===== config.mk =====
export PLATFORM = sky130hd
export DESIGN_NAME = loc_sweeper
export DESIGN_NICKNAME = d
export VERILOG_FILES = /design/src/rtl/loc_sweeper_pkg.sv /design/src/rtl/loc_sweeper_delay_line.sv /design/src/rtl/loc_sweeper.sv
export SDC_FILE = /design/constraint.sdc
export NUM_CORES = 1
export LEC_CHECK = 0
export ABC_CLOCK_PERIOD_IN_PS = 2070
export CAP_MARGIN = 20
export CORE_MARGIN = 3
export CORE_UTILIZATION = 49
export CTS_BUF_LIST = sky130_fd_sc_hd__clkbuf_4
export DETAILED_ROUTE_END_ITERATION = 7
export PLACE_DENSITY = 0.87
export SLEW_MARGIN = 20
export SYNTH_ARGS = -nofsm -noshare
export SYNTH_HDL_FRONTEND = slang
export SYNTH_SLANG_ARGS = --single-unit

===== constraint.sdc =====
create_clock -name newLocClock -period 2.07 [get_ports newLocClock]
set_clock_uncertainty 0.15 [all_clocks]
set_input_delay 0.3105 -clock newLocClock [delete_from_list [all_inputs] [get_ports newLocClock]]
set_output_delay 0.3105 -clock newLocClock [all_outputs]
set_load 0.02 [all_outputs]

===== src/rtl/loc_sweeper_pkg.sv =====
// Shared raster parameters and the location record passed between the
// counter, the delay line and the env cache.
package loc_sweeper_pkg;

    localparam int X_bits     = 10;
    localparam int Y_bits     = 9;
    localparam int PIXELS_X   = 639;
    localparam int PIXELS_Y   = 479;
    localparam int PIPE_DEPTH = 2;
    localparam bit DEBUG_MODE = 1'b0;

    typedef struct packed {
        logic [X_bits-1:0] x;
        logic [Y_bits-1:0] y;
    } loc_t;

    // Raster-order successor; wraps to (0,0) after (last_x,last_y).
    function automatic loc_t next_loc(loc_t cur, int unsigned last_x, int unsigned last_y);
        loc_t nxt;
        nxt = cur;
        if (cur.x == X_bits'(last_x)) begin
            nxt.x = '0;
            if (cur.y == Y_bits'(last_y)) nxt.y = '0;
            else                          nxt.y = cur.y + Y_bits'(1);
        end else begin
            nxt.x = cur.x + X_bits'(1);
        end
        return nxt;
    endfunction

endpackage


===== src/rtl/loc_sweeper_delay_line.sv =====
// Enable-gated shift register of locations with a valid bit per stage;
// the oldest stage is presented at the output.
module loc_delay_line
    import loc_sweeper_pkg::*;
#(
    parameter int DEPTH = 2
) (
    input  logic clk,
    input  logic rst,
    input  logic en,
    input  loc_t in_loc,
    output loc_t out_loc,
    output logic out_valid
);

    loc_t             stage_q [DEPTH];
    loc_t             stage_d [DEPTH];
    logic [DEPTH-1:0] valid_q;
    logic [DEPTH-1:0] valid_d;

    always_comb begin
        stage_d = stage_q;
        valid_d = valid_q;
        if (rst) begin
            for (int unsigned i = 0; i < DEPTH; i++) stage_d[i] = '0;
            valid_d = '0;
        end else if (en) begin
            stage_d[0] = in_loc;
            valid_d[0] = 1'b1;
            for (int unsigned i = 1; i < DEPTH; i++) begin
                stage_d[i] = stage_q[i-1];
                valid_d[i] = valid_q[i-1];
            end
        end
    end

    always_ff @(posedge clk) begin
        stage_q <= stage_d;
        valid_q <= valid_d;
    end

    assign out_loc   = stage_q[DEPTH-1];
    assign out_valid = valid_q[DEPTH-1];

endmodule


===== src/rtl/loc_sweeper.sv =====
// Raster location generator: leading read location, write location delayed
// by PIPE_DEPTH advances, frame-done pulse and frame counter.
module loc_sweeper #(
    parameter int PIXELS_X   = loc_sweeper_pkg::PIXELS_X,
    parameter int PIXELS_Y   = loc_sweeper_pkg::PIXELS_Y,
    parameter int PIPE_DEPTH = loc_sweeper_pkg::PIPE_DEPTH,
    parameter int FC_bits    = 16
) (
    input  logic                              newLocClock,
    input  logic                              Reset,
    input  logic                              hold_locs,
    output logic [loc_sweeper_pkg::X_bits-1:0] readLoc_x,
    output logic [loc_sweeper_pkg::Y_bits-1:0] readLoc_y,
    output logic [loc_sweeper_pkg::X_bits-1:0] writeLoc_x,
    output logic [loc_sweeper_pkg::Y_bits-1:0] writeLoc_y,
    output logic                              write_valid,
    output logic                              frame_done,
    output logic [FC_bits-1:0]                frame_count
);
    import loc_sweeper_pkg::*;

    localparam int FILL_W = $clog2(PIPE_DEPTH + 1);

    if (PIXELS_X >= (1 << X_bits)) begin : g_bad_pixels_x
        $error("PIXELS_X does not fit in X_bits");
    end
    if (PIXELS_Y >= (1 << Y_bits)) begin : g_bad_pixels_y
        $error("PIXELS_Y does not fit in Y_bits");
    end
    if (PIPE_DEPTH < 1 || PIPE_DEPTH > 8) begin : g_bad_depth
        $error("PIPE_DEPTH must be 1..8");
    end

    logic               advance;
    loc_t               read_q, read_d;
    logic [FILL_W-1:0]  fill_q, fill_d;
    logic               frame_done_q, frame_done_d;
    logic [FC_bits-1:0] frame_count_q, frame_count_d;
    loc_t               write_loc;
    logic               dl_valid;
    logic               write_valid_w;

    assign advance = !Reset && !hold_locs;

    loc_delay_line #(
        .DEPTH(PIPE_DEPTH)
    ) u_delay (
        .clk      (newLocClock),
        .rst      (Reset),
        .en       (advance),
        .in_loc   (read_q),
        .out_loc  (write_loc),
        .out_valid(dl_valid)
    );

    assign write_valid_w = dl_valid && (fill_q == FILL_W'(PIPE_DEPTH));

    always_comb begin
        read_d        = read_q;
        fill_d        = fill_q;
        frame_done_d  = 1'b0;
        frame_count_d = frame_count_q;
        if (Reset) begin
            read_d        = '0;
            fill_d        = '0;
            frame_count_d = '0;
        end else if (advance) begin
            read_d = next_loc(read_q, PIXELS_X, PIXELS_Y);
            if (fill_q != FILL_W'(PIPE_DEPTH)) fill_d = fill_q + FILL_W'(1);
            // Pulse marks the edge on which writeLoc leaves bottom-right.
            if (write_valid_w && write_loc.x == X_bits'(PIXELS_X)
                              && write_loc.y == Y_bits'(PIXELS_Y)) begin
                frame_done_d  = 1'b1;
                frame_count_d = frame_count_q + FC_bits'(1);
            end
        end
    end

    always_ff @(posedge newLocClock) begin
        read_q        <= read_d;
        fill_q        <= fill_d;
        frame_done_q  <= frame_done_d;
        frame_count_q <= frame_count_d;
    end

    assign readLoc_x   = read_q.x;
    assign readLoc_y   = read_q.y;
    assign writeLoc_x  = write_loc.x;
    assign writeLoc_y  = write_loc.y;
    assign write_valid = write_valid_w;
    assign frame_done  = frame_done_q;
    assign frame_count = frame_count_q;

endmodule


* Word level (Yosys, flattened, before mapping) *
Cells that the tools add are included.

operators by class
  bitwise logic cells = 1
  add/subtract/negate cells = 4
  equal/unequal tests = 6
  muxes and demuxes = 3
  reductions and logical operators = 10

operator list
  cell                                            number
  equality test 10 bit (second input constant)    2
  equality test 9 bit (second input constant)     2
  adder 16 x 1 -> 16 bit (second input constant)  1
  adder 10 x 1 -> 10 bit (second input constant)  1
  two-way mux 10 bit                              1
  adder 9 x 1 -> 9 bit (second input constant)    1
  two-way mux 9 bit                               1
  AND reduction 2 bit                             3
  logical AND 1 bit                               4
  adder 2 x 1 -> 2 bit (second input constant)    1
  equality test 2 bit (second input constant)     1
  zero test 1 bit                                 2
  inequality test 2 bit (second input constant)   1
  OR reduction 2 bit                              1
  two-way mux 1 bit                               1
  NOT 1 bit                                       1

word-level totals
  register bits = 78
  logic and storage cells = 34

* Depth between registers and ports, before layout *
  depth after elaboration = 5
  mapped depth = 6
  depth with buffers taken out = 6

* Hierarchy *
From an unflattened synthesis, not the netlist that was laid out.

unflattened totals
  cells, all modules = 358
  area, all modules = 3435.8 µm²

modules (own cells, without submodules)
  module          instances  area each (µm²)  cells an instance
  loc_sweeper     1          1841.8           210
  loc_delay_line  1          1594.0           148

* Worst setup path after synthesis *
Ideal clock, no wire load.

  kind = flip-flop to flip-flop
  start = register fill_q[0]
  end = register frame_count_q[15], in the netlist frame_count[15]
  path slack = -0.033 ns
  required time = 1.799 ns
  library setup time = 0.121 ns
  clock period less this slack = 2.103 ns
  buffers on the path = 0
  cell stages (with the launch flop) = 7
  arrival = 1.832 ns
  cells stage by stage = dfxtp_1 inv_1 ha_1 nor4bb_1 nand4_1 nor4_1 mux2_2

on the way
  cells in the longest elaborated chain, start to end = 5

ends and longest elaborated chain
  what                                  line               source
  start, declared                       loc_sweeper.sv:36  logic [FILL_W-1:0] fill_q, fill_d;
  start signal, assigned                loc_sweeper.sv:81  fill_q <= fill_d;
  equality test 2 bit                   loc_sweeper.sv:56  assign write_valid_w = dl_valid && (fill_q == FILL_W'(PIPE_DEPTH));
  logical AND 1 bit                     loc_sweeper.sv:56
  logical AND 1 bit                     loc_sweeper.sv:71  if (write_valid_w && write_loc.x == X_bits'(PIXELS_X)
  logical AND 1 bit                     loc_sweeper.sv:72  && write_loc.y == Y_bits'(PIXELS_Y)) begin
  AND reduction 2 bit (no source line)  n/a
  end signal, assigned                  loc_sweeper.sv:83  frame_count_q <= frame_count_d;
  end, declared                         loc_sweeper.sv:38  logic [FC_bits-1:0] frame_count_q, frame_count_d;

Every way passes these cells.
A chain may end at the register's enable or synchronous reset.

* Final worst setup path *
  start = register u_delay.stage_q, in the netlist u_delay.out_loc[17]
  end = register frame_count_q[15], in the netlist frame_count[15]

on the way
  cells in the longest elaborated chain, start to end = 4

ends and longest elaborated chain
  what                                  line                          source
  start, declared                       loc_sweeper_delay_line.sv:16  loc_t stage_q [DEPTH];
  start signal, assigned                loc_sweeper_delay_line.sv:38  stage_q <= stage_d;
  equality test 10 bit                  loc_sweeper.sv:71
  logical AND 1 bit                     loc_sweeper.sv:71
  logical AND 1 bit                     loc_sweeper.sv:72
  AND reduction 2 bit (no source line)  n/a

Every way passes these cells.

==> reports/metrics.yaml <==
root_buffer: "clkbuf_4"
hold_class: "input pin to flop"
max_freq_mhz: 480
ys_seq_area_share_pct: 45.6
setup_viol: 2
async_flop_share_pct: 0
synthFlopType: "dfxtp_1"
grt_usage_pct: 20.4
die_y_um: 89.6
violations: "negative setup slack"
worstSetupPathType: "flop to flop"
fillCellCount: 502
die_w_um: 89.6
postSynthCellCount: 367
cellPowerDensity_nw_per_um2: 614
synth_top_cell_area_share_pct: 45.6
power_frac_clock_pct: 37.7
design_area_um2: 4370
ant_nets: 0
max_slew_margin_pct: 68.8
hold_violations: 0
end_kind: "flop"
synth_top_area_cell: "dfxtp_1"
combinationalPowerShare_pct: 5.5
grt_max_degree: 32
crit_fanout: 8
antenna_found_initial: 0
post-cts-setup-buffers: 0
vias_per_cell: 5.44
grt_pass1_vias: 2723
io_pins: 59
area_delta_synth_final_pct: 27.7
gr-total-overflow: 0
numPortBuffers: 58
numCtsBuffers: 9
p_int_w: 0.00209
maxCapViolCount: 0
synth.avg_cell_area_um2: 9.32
outcome: "complete, but fails checks"
worstSetupStartpointType: "flop"
ys_warn_count: 0
start_util_pct: 52.1
synth_cell_types: 40
wl_um: 7870
finalCritPeriodShare_pct: 101
grt_first_pass_wirelength_um: 12600
drive_gt1_share_pct: 17.7
cts_sinks: 78
required_ns: 2.24
ir_worst_vdd_mv: 0.372
fin_ws_ns: -0.0151
synth_nets: 374
cts_tree: "yes"
h-tree-depth: 3
gp_congestion: 0.817
slew_violations: 0
drc: 0
whs_path_depth: 3
p_seq_share_pct: 56.7
num_vias: 2899
drt_iter0_drc: 148
cts_hold_buf: 0
rsz0062_at_grt: "true"
synth_edf_count: 0
row_count: 29
dieArea_um2: 8020
power_switching_w: 0.000594
core_area_um2: 6570
synth-seq-cells: 78
p_sw_share_pct: 22.2
nets: 442
tightestPinTransition_ns: 0.462
dpl_cell_area_um2: 4160
dr.pass1.iters: 4
rr_worst_depth: 4
wl_per_cell_um: 14.8
clock_path_buffers: 2
cts.clk_slew.worst_paths_ns: 0.13
arrival_ns: 2.25
diodes: 0
synth.area.top_cells: "dfxtp_1, mux2i_1, nor2_1, buf_4, nand4_1"
total_power_w: 0.00268
clock_latency_ns: 0.43
synthesis.area_um2: 3420
power.leakage_nw: 1.75
dpl.hpwl_um: 5710
utilization_pct: 66.5
finalCriticalPeriod_ns: 2.09
-- flip-flops by register name, indices dropped and copies added (netlist names) --
signal	count
u_delay.out_loc	19
u_delay.stage_q	19
frame_count	16
readLoc_x	10
readLoc_y	9
fill_q	2
u_delay.valid_q	2
frame_done	1
-- worst max-delay path, stage by stage, from the launching register on --
cell and delay (ns):
dfxtp_1 0.33, nand4bb_1 0.20, or4_4 0.62, nor4_2 0.30, mux2_2 0.36
-- cell usage in the layout (no fill, tap or decap), types with 11 or more instances in the layout --
cell type,instances
nand4_1,13
buf_4,35
nor2_1,58
a21oi_1,14
clkbuf_4,11
clkdlybuf4s50_1,52
nand2_1,14
dfxtp_1,74
mux2i_1,39
nand3_1,15
-- through the flow --
| stage | TNS, ns | instances | hold slack [ns] | setup WS (ns) |
|---|---|---|---|---|
| 2_1_floorplan | 0 | 367 | 0.275 | 0.0331 |
| 3_3_place_gp | -0.371 | 517 | 0.283 | -0.0518 |
| 3_5_place_dp | -0.984 | 517 | 0.304 | -0.203 |
| 4_1_cts | 0 | 533 | 0.124 | 0.0192 |
| 5_1_grt | -0.675 | 533 | 0.148 | -0.0912 |
| 6_report | -0.0178 | 533 | 0.159 | -0.0151 |
-- cell families (layout without fill, tap and decap cells) --
kind of cell | after synthesis | in the layout | synth area share, %
buffers and inverters | 44 | 117 | 7.28
AO/OA/AOI/OAI | 44 | 44 | 8.52
multiplexers | 42 | 42 | 12.4
flip-flops | 78 | 78 | 45.6
AND/OR/NAND/NOR | 144 | 144 | 21.9
adder cells (fa/ha/maj) | 4 | 4 | 1.46
XOR/XNOR | 11 | 11 | 2.82
-- synthesized netlist by cell type, drive strengths merged (7+ instances only) --
master,number
nand2,14
dfxtp,78
buf,31
nand3,16
nor2,58
a21oi,14
nand4,13
or3,7
inv,7
mux2i,39
o21ai,10
xor2,9
-- layout make-up --
cell class	count	area (um2)	share of cell area (%)
Multi-Input combinational cell	245	1660	37.9
Sequential cell	78	1570	35.9
Timing Repair Buffer	94	847	19.4
Tap cell	93	116	2.66
Clock buffer	11	82.6	1.89
Clock inverter	5	73.8	1.69
Inverter	7	26.3	0.602
-- power groups by stage --
stage	combinational, W	clock (W)	sequential [W]
2_1_floorplan	0.0000933	0	0.00156
3_3_place_gp	0.000140	0	0.00155
3_5_place_dp	0.000145	0	0.00156
4_1_cts	0.000146	0.00102	0.00152
5_1_grt	0.000159	0.00109	0.00152
6_report	0.000148	0.00101	0.00152
-- what timing repair did --
item,in CTS,in global routing
endpoints found under the setup margin,14,19
pin swaps,1,3
gates resized for setup,14,9
hold endpoints to repair,0,0
-- path summary, 6_finish.rpt --
| check | startpoint | endpoint | slack (ns) |
|---|---|---|---|
| hold / removal | Reset | readLoc_x[1]$_SDFFE_PP0P_ | 0.16 |
| setup reg to reg | u_delay.out_loc[17]$_SDFFE_PP0P_ | frame_count[15]$_SDFFE_PP0P_ | -0.02 |
| setup / recovery | u_delay.out_loc[17]$_SDFFE_PP0P_ | frame_count[15]$_SDFFE_PP0P_ | -0.02 |
| hold reg to reg | u_delay.valid_q[0]$_SDFFE_PP0P_ | u_delay.valid_q[0]$_SDFFE_PP0P_ | 0.32 |
-- routing by layer --
metal	GRT usage (%)	vias to the layer above	share of wire, %
met3	3.41	10	4.2
met1	25.1	1381	44
met4	9.07	0	1.8
li1	-	1435	-
met5	0	-	0
met2	34.7	73	50
Note: power is estimated with default switching activity, not from simulation.
